--- src/rtl/temp_abnormality_responder.sv ---
// rtl/temp_abnormality_responder.sv - debounced heater/cooler drive with latched alarm
// Optional eventCount output enabled by TEMP_EVENT_COUNTER_EN.
module temp_abnormality_responder #(
   parameter int DEBOUNCE = 3,
   parameter int MAX_ACT  = 15,
   parameter int CNT_W    = 4
) (
   input  logic       clk,
   input  logic       reset,
   input  logic       enable,
   input  logic       lowTempAbnormality,
   input  logic       highTempAbnormality,
   input  logic       alarmAck,
   output logic       heaterOn,
   output logic       coolerOn,
   output logic       alarm,
   output logic [1:0] state
`ifdef TEMP_EVENT_COUNTER_EN
   ,
   output logic [7:0] eventCount
`endif
);

   typedef enum logic [1:0] {
      IDLE  = 2'd0,
      HEAT  = 2'd1,
      COOL  = 2'd2,
      ALARM = 2'd3
   } state_t;

   localparam logic [CNT_W-1:0] DEB    = CNT_W'(DEBOUNCE);
   localparam logic [CNT_W-1:0] DEB_M1 = CNT_W'(DEBOUNCE - 1);
   localparam logic [CNT_W-1:0] MAX_M1 = CNT_W'(MAX_ACT - 1);

   state_t fsm;
   state_t nxt;

   logic [CNT_W-1:0] low_cnt;
   logic [CNT_W-1:0] high_cnt;
   logic [CNT_W-1:0] fault_cnt;
   logic [CNT_W-1:0] clear_cnt;
   logic [CNT_W-1:0] act_timer;

   logic q_low, q_high, q_fault, q_clear;
   logic fire_low, fire_high, fire_fault, fire_clear;
   logic active, timeout;

   assign q_low   =  lowTempAbnormality & ~highTempAbnormality;
   assign q_high  = ~lowTempAbnormality &  highTempAbnormality;
   assign q_fault =  lowTempAbnormality &  highTempAbnormality;
   assign q_clear = ~lowTempAbnormality & ~highTempAbnormality;

   // A saturated counter keeps firing, so a held flag still acts once enable returns.
   assign fire_low   = q_low   && (low_cnt   >= DEB_M1);
   assign fire_high  = q_high  && (high_cnt  >= DEB_M1);
   assign fire_fault = q_fault && (fault_cnt >= DEB_M1);
   assign fire_clear = q_clear && (clear_cnt >= DEB_M1);

   assign active  = (fsm == HEAT) || (fsm == COOL);
   assign timeout = active && (act_timer >= MAX_M1);

   assign state = fsm;

   function automatic logic [CNT_W-1:0] bump(input logic q, input logic [CNT_W-1:0] c);
      if (!q) return '0;
      if (c >= DEB) return DEB;
      return c + CNT_W'(1);
   endfunction

   always_comb begin
      nxt = fsm;
      unique case (fsm)
         IDLE: begin
            if (fire_fault)                nxt = ALARM;
            else if (enable && fire_low)   nxt = HEAT;
            else if (enable && fire_high)  nxt = COOL;
         end
         HEAT: begin
            if (fire_fault)                nxt = ALARM;
            else if (timeout)              nxt = ALARM;
            else if (!enable)              nxt = IDLE;
            else if (fire_high)            nxt = COOL;
            else if (fire_clear)           nxt = IDLE;
         end
         COOL: begin
            if (fire_fault)                nxt = ALARM;
            else if (timeout)              nxt = ALARM;
            else if (!enable)              nxt = IDLE;
            else if (fire_low)             nxt = HEAT;
            else if (fire_clear)           nxt = IDLE;
         end
         ALARM: begin
            if (alarmAck && q_clear)       nxt = IDLE;
         end
      endcase
   end

   always_ff @(posedge clk) begin
      if (reset) begin
         fsm        <= IDLE;
         heaterOn   <= 1'b0;
         coolerOn   <= 1'b0;
         alarm      <= 1'b0;
         low_cnt    <= '0;
         high_cnt   <= '0;
         fault_cnt  <= '0;
         clear_cnt  <= '0;
         act_timer  <= '0;
`ifdef TEMP_EVENT_COUNTER_EN
         eventCount <= 8'd0;
`endif
      end else begin
         fsm      <= nxt;
         heaterOn <= (nxt == HEAT);
         coolerOn <= (nxt == COOL);
         alarm    <= (nxt == ALARM);
         if (nxt != fsm) begin
            low_cnt   <= '0;
            high_cnt  <= '0;
            fault_cnt <= '0;
            clear_cnt <= '0;
            act_timer <= '0;
         end else begin
            low_cnt   <= bump(q_low,   low_cnt);
            high_cnt  <= bump(q_high,  high_cnt);
            fault_cnt <= bump(q_fault, fault_cnt);
            clear_cnt <= bump(q_clear, clear_cnt);
            act_timer <= active ? act_timer + CNT_W'(1) : '0;
         end
`ifdef TEMP_EVENT_COUNTER_EN
         if ((nxt != fsm) && (nxt != IDLE) && (eventCount != 8'hFF))
            eventCount <= eventCount + 8'd1;
`endif
      end
   end

endmodule

--- config.mk ---
export PLATFORM = sky130hd
export DESIGN_NAME = temp_abnormality_responder
export DESIGN_NICKNAME = d
export VERILOG_FILES = /design/src/rtl/temp_abnormality_responder.sv
export SDC_FILE = /design/constraint.sdc
export NUM_CORES = 1
export LEC_CHECK = 0
export CAP_MARGIN = 20
export CORE_ASPECT_RATIO = 0.8
export CORE_MARGIN = 3
export CORE_UTILIZATION = 50
export CTS_CLUSTER_DIAMETER = 100
export CTS_CLUSTER_SIZE = 40
export DETAILED_ROUTE_END_ITERATION = 16
export GPL_ROUTABILITY_DRIVEN = 0
export PLACE_DENSITY = 0.8
export REMOVE_ABC_BUFFERS = 1
export SETUP_SLACK_MARGIN = 0.15
export SYNTH_ARGS = -nofsm -noshare
export SYNTH_HDL_FRONTEND = slang
export SYNTH_SLANG_ARGS = --single-unit
--- constraint.sdc ---
create_clock -name clk -period 2.66 [get_ports clk]
set_input_delay 0.532 -clock clk [delete_from_list [all_inputs] [get_ports clk]]
set_output_delay 0.532 -clock clk [all_outputs]
set_load 0.02 [all_outputs]
# Word level (Yosys, flattened, before mapping)
# Index checks and enable logic that the tools add are counted.
# totals
ff_bits	25
latch_bits	0
ramBits	0
rom_bits	0
in_bits	6
output_inout_bits	5
word_cells	107
mem_count	0
# op_classes
n_addsub	5
multipliers	0
n_div	0
n_lt_le_gt_ge	9
n_eq_ne	7
shift	0
n_mux	58
bitwise	7
n_reduce_logical	12
# op_table
operator	n
4-bit 2-to-1 mux	16
4-bit by 2-bit greater-or-equal comparator with 1-bit output, second input constant	8
1-bit 2-to-1 mux	28
2-bit 2-to-1 mux	13
4-bit by 1-bit adder with 4-bit output, second input constant	5
2-bit equality test, second input constant	4
1-bit logical AND	8
2-bit case mux with 4 select lines	1
1-bit bitwise AND	4
2-bit by 1-bit equality test with 1-bit output, second input constant	2
4-bit greater-or-equal comparator, second input constant	1
1-bit inverter	3
3-bit OR reduction	1
2-bit zero test	1
2-bit inequality test	1
2-bit OR reduction	1
1-bit logical OR	1

# Longest topological paths before layout
# Gate-level depths: netlist of the first run.
# depth
depth_word	17
ltp_mapped	9
mapped_depth_nobuf	8

# Worst setup path before layout of the first run
# Ideal clock, no wire load.
# synth_path
kind	reg2reg
from	register fsm[1] (netlist: state[1])
to	register clear_cnt[0]
arrival_time_ns	2.482
t_required_ns	2.557
slack_ns	0.075
stages_incl_launch_ff	10
n_path_buf	1
synth_period_minus_slack_ns	2.585
cell_sequence	dfxtp_1 -> inv_1 -> ha_1 -> nand3_1 -> o22ai_1 -> o32a_1 -> o211a_1 -> a2111o_1 -> buf_6 -> a2111oi_2
# synth_between
elab_chain_len	8
# synth_lines
element	line_no	rtl
start, declared	35	state_t fsm;
start signal, assigned	113	fsm <= nxt;
2-bit 2-to-1 mux, or another cell as far along	83, 90	
2-bit 2-to-1 mux, or another cell as far along	89	else if (fire_low) nxt = HEAT;
2-bit 2-to-1 mux, or another cell as far along	88	else if (!enable) nxt = IDLE;
2-bit 2-to-1 mux (on tied branches)	87, 80	
2-bit 2-to-1 mux (on tied branches)	86, 79	
2-bit case mux with 4 select lines	72	unique case (fsm)
2-bit inequality test *	117	if (nxt != fsm) begin
2-bit OR reduction (no line) *	--	
end signal, assigned	127	clear_cnt <= bump(q_clear, clear_cnt);
end, declared	41	logic [CNT_W-1:0] clear_cnt;
# Every way passes the cells marked *; elsewhere a longest branch is shown, timed or not.
# A chain may end at the register's enable or synchronous reset.

# Worst setup path after layout of the first run
# layout_path
from	register clear_cnt[0]
to	register high_cnt[0]
# layout_between
elab_chain_len	10
# layout_lines
element	line_no	rtl
4-bit by 2-bit greater-or-equal comparator with 1-bit output *	57	assign fire_clear = q_clear && (clear_cnt >= DEB_M1);
1-bit logical AND *	57	
2-bit 2-to-1 mux *	83, 90	
2-bit 2-to-1 mux (on tied branches)	89, 82	
2-bit 2-to-1 mux (on tied branches)	88, 81	
2-bit 2-to-1 mux (on tied branches)	87, 80	
2-bit 2-to-1 mux (on tied branches)	86, 79	
2-bit case mux with 4 select lines *	72	
2-bit inequality test *	117	
2-bit OR reduction (no line) *	--	
end signal, assigned	125	high_cnt <= bump(q_high, high_cnt);
end, declared	39	logic [CNT_W-1:0] high_cnt;
# Marked as above.

==> flow_metrics.py, run 1 <==
metrics = {
    "outcome": {
        "status": "completed",
    },
    "timing": {
        "drv_slew": 0,
        "whs_ns": 0.463,
        "finalCritPeriodShare_pct": 98.9,
        "fmax_ghz": 0.380,
        "worst_pin_slew_ns": 0.614,
        "slew_headroom_pct": 58.7,
        "rsz0062_at_grt": "yes",
        "fin_worst_skew_ns": 0.0142,
        "finalSetupViolCount": 0,
        "min_period_ns": 2.63,
        "hold_violations": 0,
        "tns_ns": 0,
    },
    "yosys": {
        "yosys.area_share.xor_xnor_pct": 1.38,
        "syn-instance-count": 126,
        "yosys_most_used_dff": "dfxtp_1",
        "synth-simple-area-share_pct": 19.1,
        "synth_top_family_by_area": "compound AO/OA/AOI/OAI gates",
        "synth_compound_area_share_pct": 22.4,
        "synth_area_um2": 1270,
        "synth-edff-count": 0,
        "synth_fa_ha_area_share_pct": 13.8,
        "synth_top_area_share_pct": 39.4,
        "synthMuxAreaShare_pct": 0,
        "ys_ff_latch": 25,
        "yosysTopAreaCell": "dfxtp_1",
        "synth_area_leaders": "dfxtp_1 (39%), ha_1 (14%), a2111oi_2 (7.1%), nor3_1 (3.1%), nand3_1 (2.8%)",
        "syn_avg_cell_area_um2": 10.1,
        "yosys_warnings": 0,
        "synth.distinct_cells": 39,
        "synth-seq-area-share_pct": 39.4,
        "async_flop_share_pct": 0,
    },
    "worst_hold_path": {
        "hold_end": "act_timer[0]$_SDFF_PP0_",
        "worstHoldStart": "act_timer[0]$_SDFF_PP0_",
        "hold_depth": 1,
        "hold_path.class": "reg -> reg",
    },
    "critical_path": {
        "cp-start-kind": "flip-flop",
        "rr_startpoint": "clear_cnt[0]$_SDFF_PP0_",
        "r2r_slack_ns": 0.03,
        "slowest_delay_ns": 0.43,
        "r2r_end": "high_cnt[0]$_SDFF_PP0_",
        "path_max_fanout": 6,
        "critPathBufInv": 2,
        "worstRegToRegCells": 9,
        "required_ns": 2.87,
        "crit_path_cell_trace": "inv_1 > ha_1 > nor4_4 > o221ai_2 > o22ai_2 > or4_4 > nand3_2 > buf_6 > a2111oi_2",
        "crit_path_top_delay_cell": "dfxtp_1",
        "arrival_ns": 2.84,
        "cp-end-kind": "flip-flop",
        "worst-setup-path-type": "reg -> reg",
        "crit_family": "compound AO/OA/AOI/OAI gates",
    },
    "grt": {
        "grt_usage_pct": 24.5,
        "antenna_found_initial": 0,
        "grt_pass1_vias": 1311,
        "grt_first_pass_wirelength_um": 6000,
        "overflow": 0,
        "grt_start_max_net_pins": 15,
    },
    "clock_tree": {
        "numClockSinks": 25,
        "cts.htree.levels": 1,
        "clk-insertion-delay-late_ns": 0.33,
        "clk_pin_slew_ns": 0.15,
        "cts_hold_buf": 0,
        "cts.path.max_buffers": 2,
        "cts_tree": "done",
        "root_buffer": "clkbuf_4",
        "cts_buffers": 3,
    },
    "route": {
        "ant_nets": 0,
        "avgRoutedWirePerCell_um": 19.5,
        "num_vias": 1267,
        "drtPass1Iterations": 4,
        "vias_per_cell": 6.06,
        "drt_iter0_drc": 57,
        "remaining_drc_errors": 0,
        "wl_um": 4080,
    },
    "finish": {
        "antenna_cells": 0,
        "nets": 196,
        "drive_gt1_share_pct": 42.9,
        "final_common_cell": "buf_4",
        "final_cell_count_no_fill": 209,
        "synthToLayoutAreaGrowth_pct": 53.4,
        "layout_common_cells": "buf_4 (27), dfxtp_1 (19), ha_1 (10), nor3_1 (8), conb_1 (8)",
    },
    "power": {
        "finalPower_uw": 2040,
        "p_leak_uw": 0.000740,
        "power_density_nw_per_um2": 1040,
        "peakVddDrop_uv": 659,
    },
    "floorplan": {
        "rows": 15,
        "ioPinCount": 11,
        "core_area_um2": 2290,
        "die_h_um": 51.1,
        "die-width_um": 62.4,
        "die_area_um2": 3190,
        "start_util_pct": 55.5,
    },
    "run": {
        "drv_cap": 0,
    },
    "placement": {
        "dp_hpwl_um": 2300,
        "dpl.cell_count": 195,
        "portBuffers": 10,
    },
}
report_power, final:
| part | switching (uW) | internal (uW) |
|---|---|---|
| sequential | 57.4 | 448 |
| clock | 117 | 56.4 |
| combinational | 735 | 622 |
| total | 909 | 1130 |
flip-flops by register name, summed over array words and instances (netlist names):
register and cells:
coolerOn 1, heaterOn 1, alarm 1, high_cnt 4, clear_cnt 4, state 2, low_cnt 4, fault_cnt 4
act_timer 4
synth_stat cells (3+ instances only):
cell	n
o22ai_1	3
ha_1	14
dfxtp_1	25
nor3_1	8
nand3_1	7
nor4_1	4
a2111oi_2	6
inv_1	8
o21ai_0	7
nor2_1	3
nand2_1	5
what timing repair did:
item,4_1_cts,5_1_grt
hold endpoints to repair,0,0
pin swaps,10,8
setup buffers,3,6
resized for setup,27,30
endpoints found under the setup margin,12,14
cloned,1,0
cell type report:
| cell class | count | area, um^2 |
|---|---|---|
| sequential | 25 | 510 |
| inverter | 8 | 30.0 |
| clock inverter | 1 | 5.00 |
| fill | 128 | 339 |
| multi-input combinational | 99 | 1020 |
| clock buffer | 3 | 22.5 |
| tap | 34 | 42.5 |
| timing repair buffer | 39 | 323 |
cell families (layout without fill, tap and decap cells):
logic type      Yosys count  after routing
other cells               1              8
buf+inv                  10             51
simple gates             41             41
flops                    25             25
compound gates           33             34
fa+ha+maj                14             14
xor+xnor                  2              2
metrics by stage:
step | instance area, um^2 | worst slack (ns) | utilization (%)
2_1_floorplan | 1280 | 0.00301 | -
6_report | 1950 | 0.0283 | 85.2
3_5_place_dp | 1570 | -0.533 | 68.7
4_1_cts | 1770 | 0.154 | 77.3
3_3_place_gp | 1570 | -0.376 | 68.7
5_1_grt | 1950 | -0.0371 | 85.2
worst max path at each step:
stage | cells after the start | end | from
global route | 9 | high_cnt[0]$_SDFF_PP0_ | clear_cnt[0]$_SDFF_PP0_
global placement | 7 | low_cnt[0]$_SDFF_PP0_ | highTempAbnormality
finish | 9 | high_cnt[0]$_SDFF_PP0_ | clear_cnt[0]$_SDFF_PP0_
floorplan | 8 | low_cnt[0]$_SDFF_PP0_ | state[1]$_SDFF_PP0_
CTS | 10 | act_timer[0]$_SDFF_PP0_ | fault_cnt[0]$_SDFF_PP0_
detailed placement | 7 | fault_cnt[0]$_SDFF_PP0_ | highTempAbnormality
metal layers:
metal  wire, um  global-route usage, %  share of wire, %
met1       1530                   25.9                38
met2       2150                   46.4                53
met3        162                   5.49               4.0
met4        233                   12.1               5.7
met5          0                      0                 0
Note: power is estimated with default switching activity, not from simulation.
==> run 2, diff against run 1 <==
Settings changed: CTS_BUF_LIST set to sky130_fd_sc_hd__clkbuf_16.
==> run 2 against run 1 <==
Effect of this change:
- wire length fell by 9.0%
- sequential cell count did not move
- global-route usage rose by 1.2 points
- worst setup slack improved by 0.13 ns
- critical path type is now in -> reg
- fmax rose by 5.0%
==> flow_metrics.py, run 2 (same netlist as run 1, synthesis figures left out) <==
metrics = {
    "timing": {
        "finalCritPeriodShare_pct": 94.2,
        "rsz0062_at_grt": "yes",
        "drv_slew": 0,
        "hold_violations": 0,
        "setup_slack_ns": 0.154,
        "min_period_ns": 2.51,
        "slew_headroom_pct": 64.5,
        "worst_pin_slew_ns": 0.529,
        "fmax_ghz": 0.399,
        "fin_worst_skew_ns": 0.00386,
        "finalSetupViolCount": 0,
    },
    "clock_tree": {
        "cts.path.max_buffers": 2,
        "clk_pin_slew_ns": 0.06,
        "numClockSinks": 25,
        "cts_hold_buf": 0,
        "cts_buffers": 3,
        "cts.htree.levels": 1,
        "cts_tree": "done",
        "root_buffer": "clkbuf_16",
        "clk-insertion-delay-late_ns": 0.26,
    },
    "critical_path": {
        "worst-setup-path-type": "in -> reg",
        "cp-end-kind": "flip-flop",
        "r2r_end": "low_cnt[0]$_SDFF_PP0_",
        "path_max_fanout": 5,
        "cp-start-kind": "input port",
        "arrival_ns": 2.66,
        "rr_startpoint": "fault_cnt[0]$_SDFF_PP0_",
        "crit_path_cell_trace": "buf_6 > or3b_4 > a31o_1 > o32a_1 > o211a_1 > a2111o_2 > a2111oi_4",
        "crit_path_top_delay_cell": "a2111o_2",
        "r2r_slack_ns": 0.17,
        "slowest_delay_ns": 0.56,
        "worstRegToRegCells": 12,
        "required_ns": 2.82,
    },
    "grt": {
        "grt_usage_pct": 25.7,
        "grt_first_pass_wirelength_um": 6270,
        "overflow": 0,
        "antenna_found_initial": 0,
        "grt_pass1_vias": 1356,
        "grt_start_max_net_pins": 15,
    },
    "finish": {
        "antenna_cells": 0,
        "synthToLayoutAreaGrowth_pct": 51.7,
        "layout_common_cells": "buf_4 (27), dfxtp_1 (22), ha_1 (11)",
        "postLayoutCoreUtil_pct": 84.2,
        "postLayoutCellArea_um2": 1930,
        "final_common_cell": "buf_4",
        "drive_gt1_share_pct": 38.3,
        "nets": 196,
    },
    "outcome": {
        "status": "completed",
    },
    "power": {
        "p_leak_uw": 0.000753,
        "clockPowerShare_pct": 16.1,
        "power_frac_seq_pct": 24.0,
        "switchingPower_uw": 847,
        "power_density_nw_per_um2": 1080,
        "netSwitchingFraction_pct": 40.9,
        "pwr-share-comb_pct": 59.9,
        "peakVddDrop_uv": 692,
        "p_int_uw": 1230,
    },
    "worst_hold_path": {
        "hold_depth": 1,
        "hold_path.class": "reg -> reg",
        "worstHoldStart": "low_cnt[0]$_SDFF_PP0_",
        "hold_end": "low_cnt[0]$_SDFF_PP0_",
    },
    "placement": {
        "dp_hpwl_um": 2300,
        "portBuffers": 10,
        "place_ws_ns": -0.533,
        "placed_area_um2": 1570,
    },
    "floorplan": {
        "ioPinCount": 11,
        "core_area_um2": 2290,
        "die_h_um": 51.1,
        "die_area_um2": 3190,
        "start_util_pct": 55.5,
        "rows": 15,
        "die-width_um": 62.4,
    },
    "route": {
        "ant_nets": 0,
        "num_vias": 1229,
        "avgRoutedWirePerCell_um": 17.7,
        "vias_per_cell": 5.88,
        "drtPass1Iterations": 4,
        "drt_iter0_drc": 64,
        "remaining_drc_errors": 0,
        "wl_um": 3710,
    },
    "run": {
        "drv_cap": 0,
    },
}
run 2: power by group through the flow:
| stage | Combinational (uW) | Clock, uW | Sequential [uW] |
|---|---|---|---|
| after CTS | 1100 | 339 | 485 |
| after global placement | 824 | 0 | 485 |
| after detailed placement | 878 | 0 | 491 |
| after global routing | 1320 | 359 | 506 |
| final | 1240 | 334 | 497 |
| after floorplan | 477 | 0 | 543 |
run 2: repair_timing:
action / CTS / global route
pin swaps: 9 / 15
cloned: 1 / 0
hold endpoints to repair: 0 / 0
gates resized for setup: 26 / 20
setup endpoints to repair: 12 / 12
setup buffers: 5 / 4
run 2: cell type report:
cell class	instances	area, um^2
Timing Repair Buffer	39	317
Inverter	8	30.0
Multi-Input combinational cell	99	955
Tap cell	34	42.5
Clock buffer	3	75.1
Sequential cell	25	504
Clock inverter	1	5.00
Fill cell	135	362
run 2: worst max path at each step:
stage                                      start                      end  slack, ns  cells after the start
after CTS                 high_cnt[0]$_SDFF_PP0_  act_timer[0]$_SDFF_PP0_       0.16                      9
after detailed placement     highTempAbnormality  fault_cnt[0]$_SDFF_PP0_      -0.53                      7
final                        highTempAbnormality    low_cnt[1]$_SDFF_PP0_       0.15                      7
after global placement       highTempAbnormality    low_cnt[0]$_SDFF_PP0_      -0.38                      7
after floorplan              state[1]$_SDFF_PP0_    low_cnt[0]$_SDFF_PP0_      0.003                      8
after global routing         highTempAbnormality   high_cnt[1]$_SDFF_PP0_       0.07                      8
run 2: per-stage QoR:
stage                     total power, uW  TNS (ns)  hold slack (ns)  cells
after CTS                            1920         0            0.495    205
after global placement               1310     -4.30            0.467    195
after detailed placement             1370     -5.46            0.487    195
after global routing                 2190         0            0.458    209
after floorplan                      1020         0            0.460    131
final                                2070         0            0.442    209
run 2: routing by layer:
layer / up-vias / global-route usage, % / wire length [um]
met3: 20 / 5.93 / 166
met5: - / 0 / 0
li1: 576 / - / -
met1: 595 / 27.0 / 1410
met2: 38 / 47.5 / 1990
met4: 0 / 15.4 / 148
run 2: critical path, delay by kind of cell:
| family | cells | cell delay, ns |
|---|---|---|
| compound gates | 5 | 1.64 |
| buf+inv | 1 | 0.09 |
| simple gates | 1 | 0.40 |
==> run 3, diff against run 2 <==
Settings changed: CTS_CLUSTER_SIZE 40 to unset.
==> results of run 3 <==
Same layout as run 2: the final DEF is identical, and so are final timing and power.
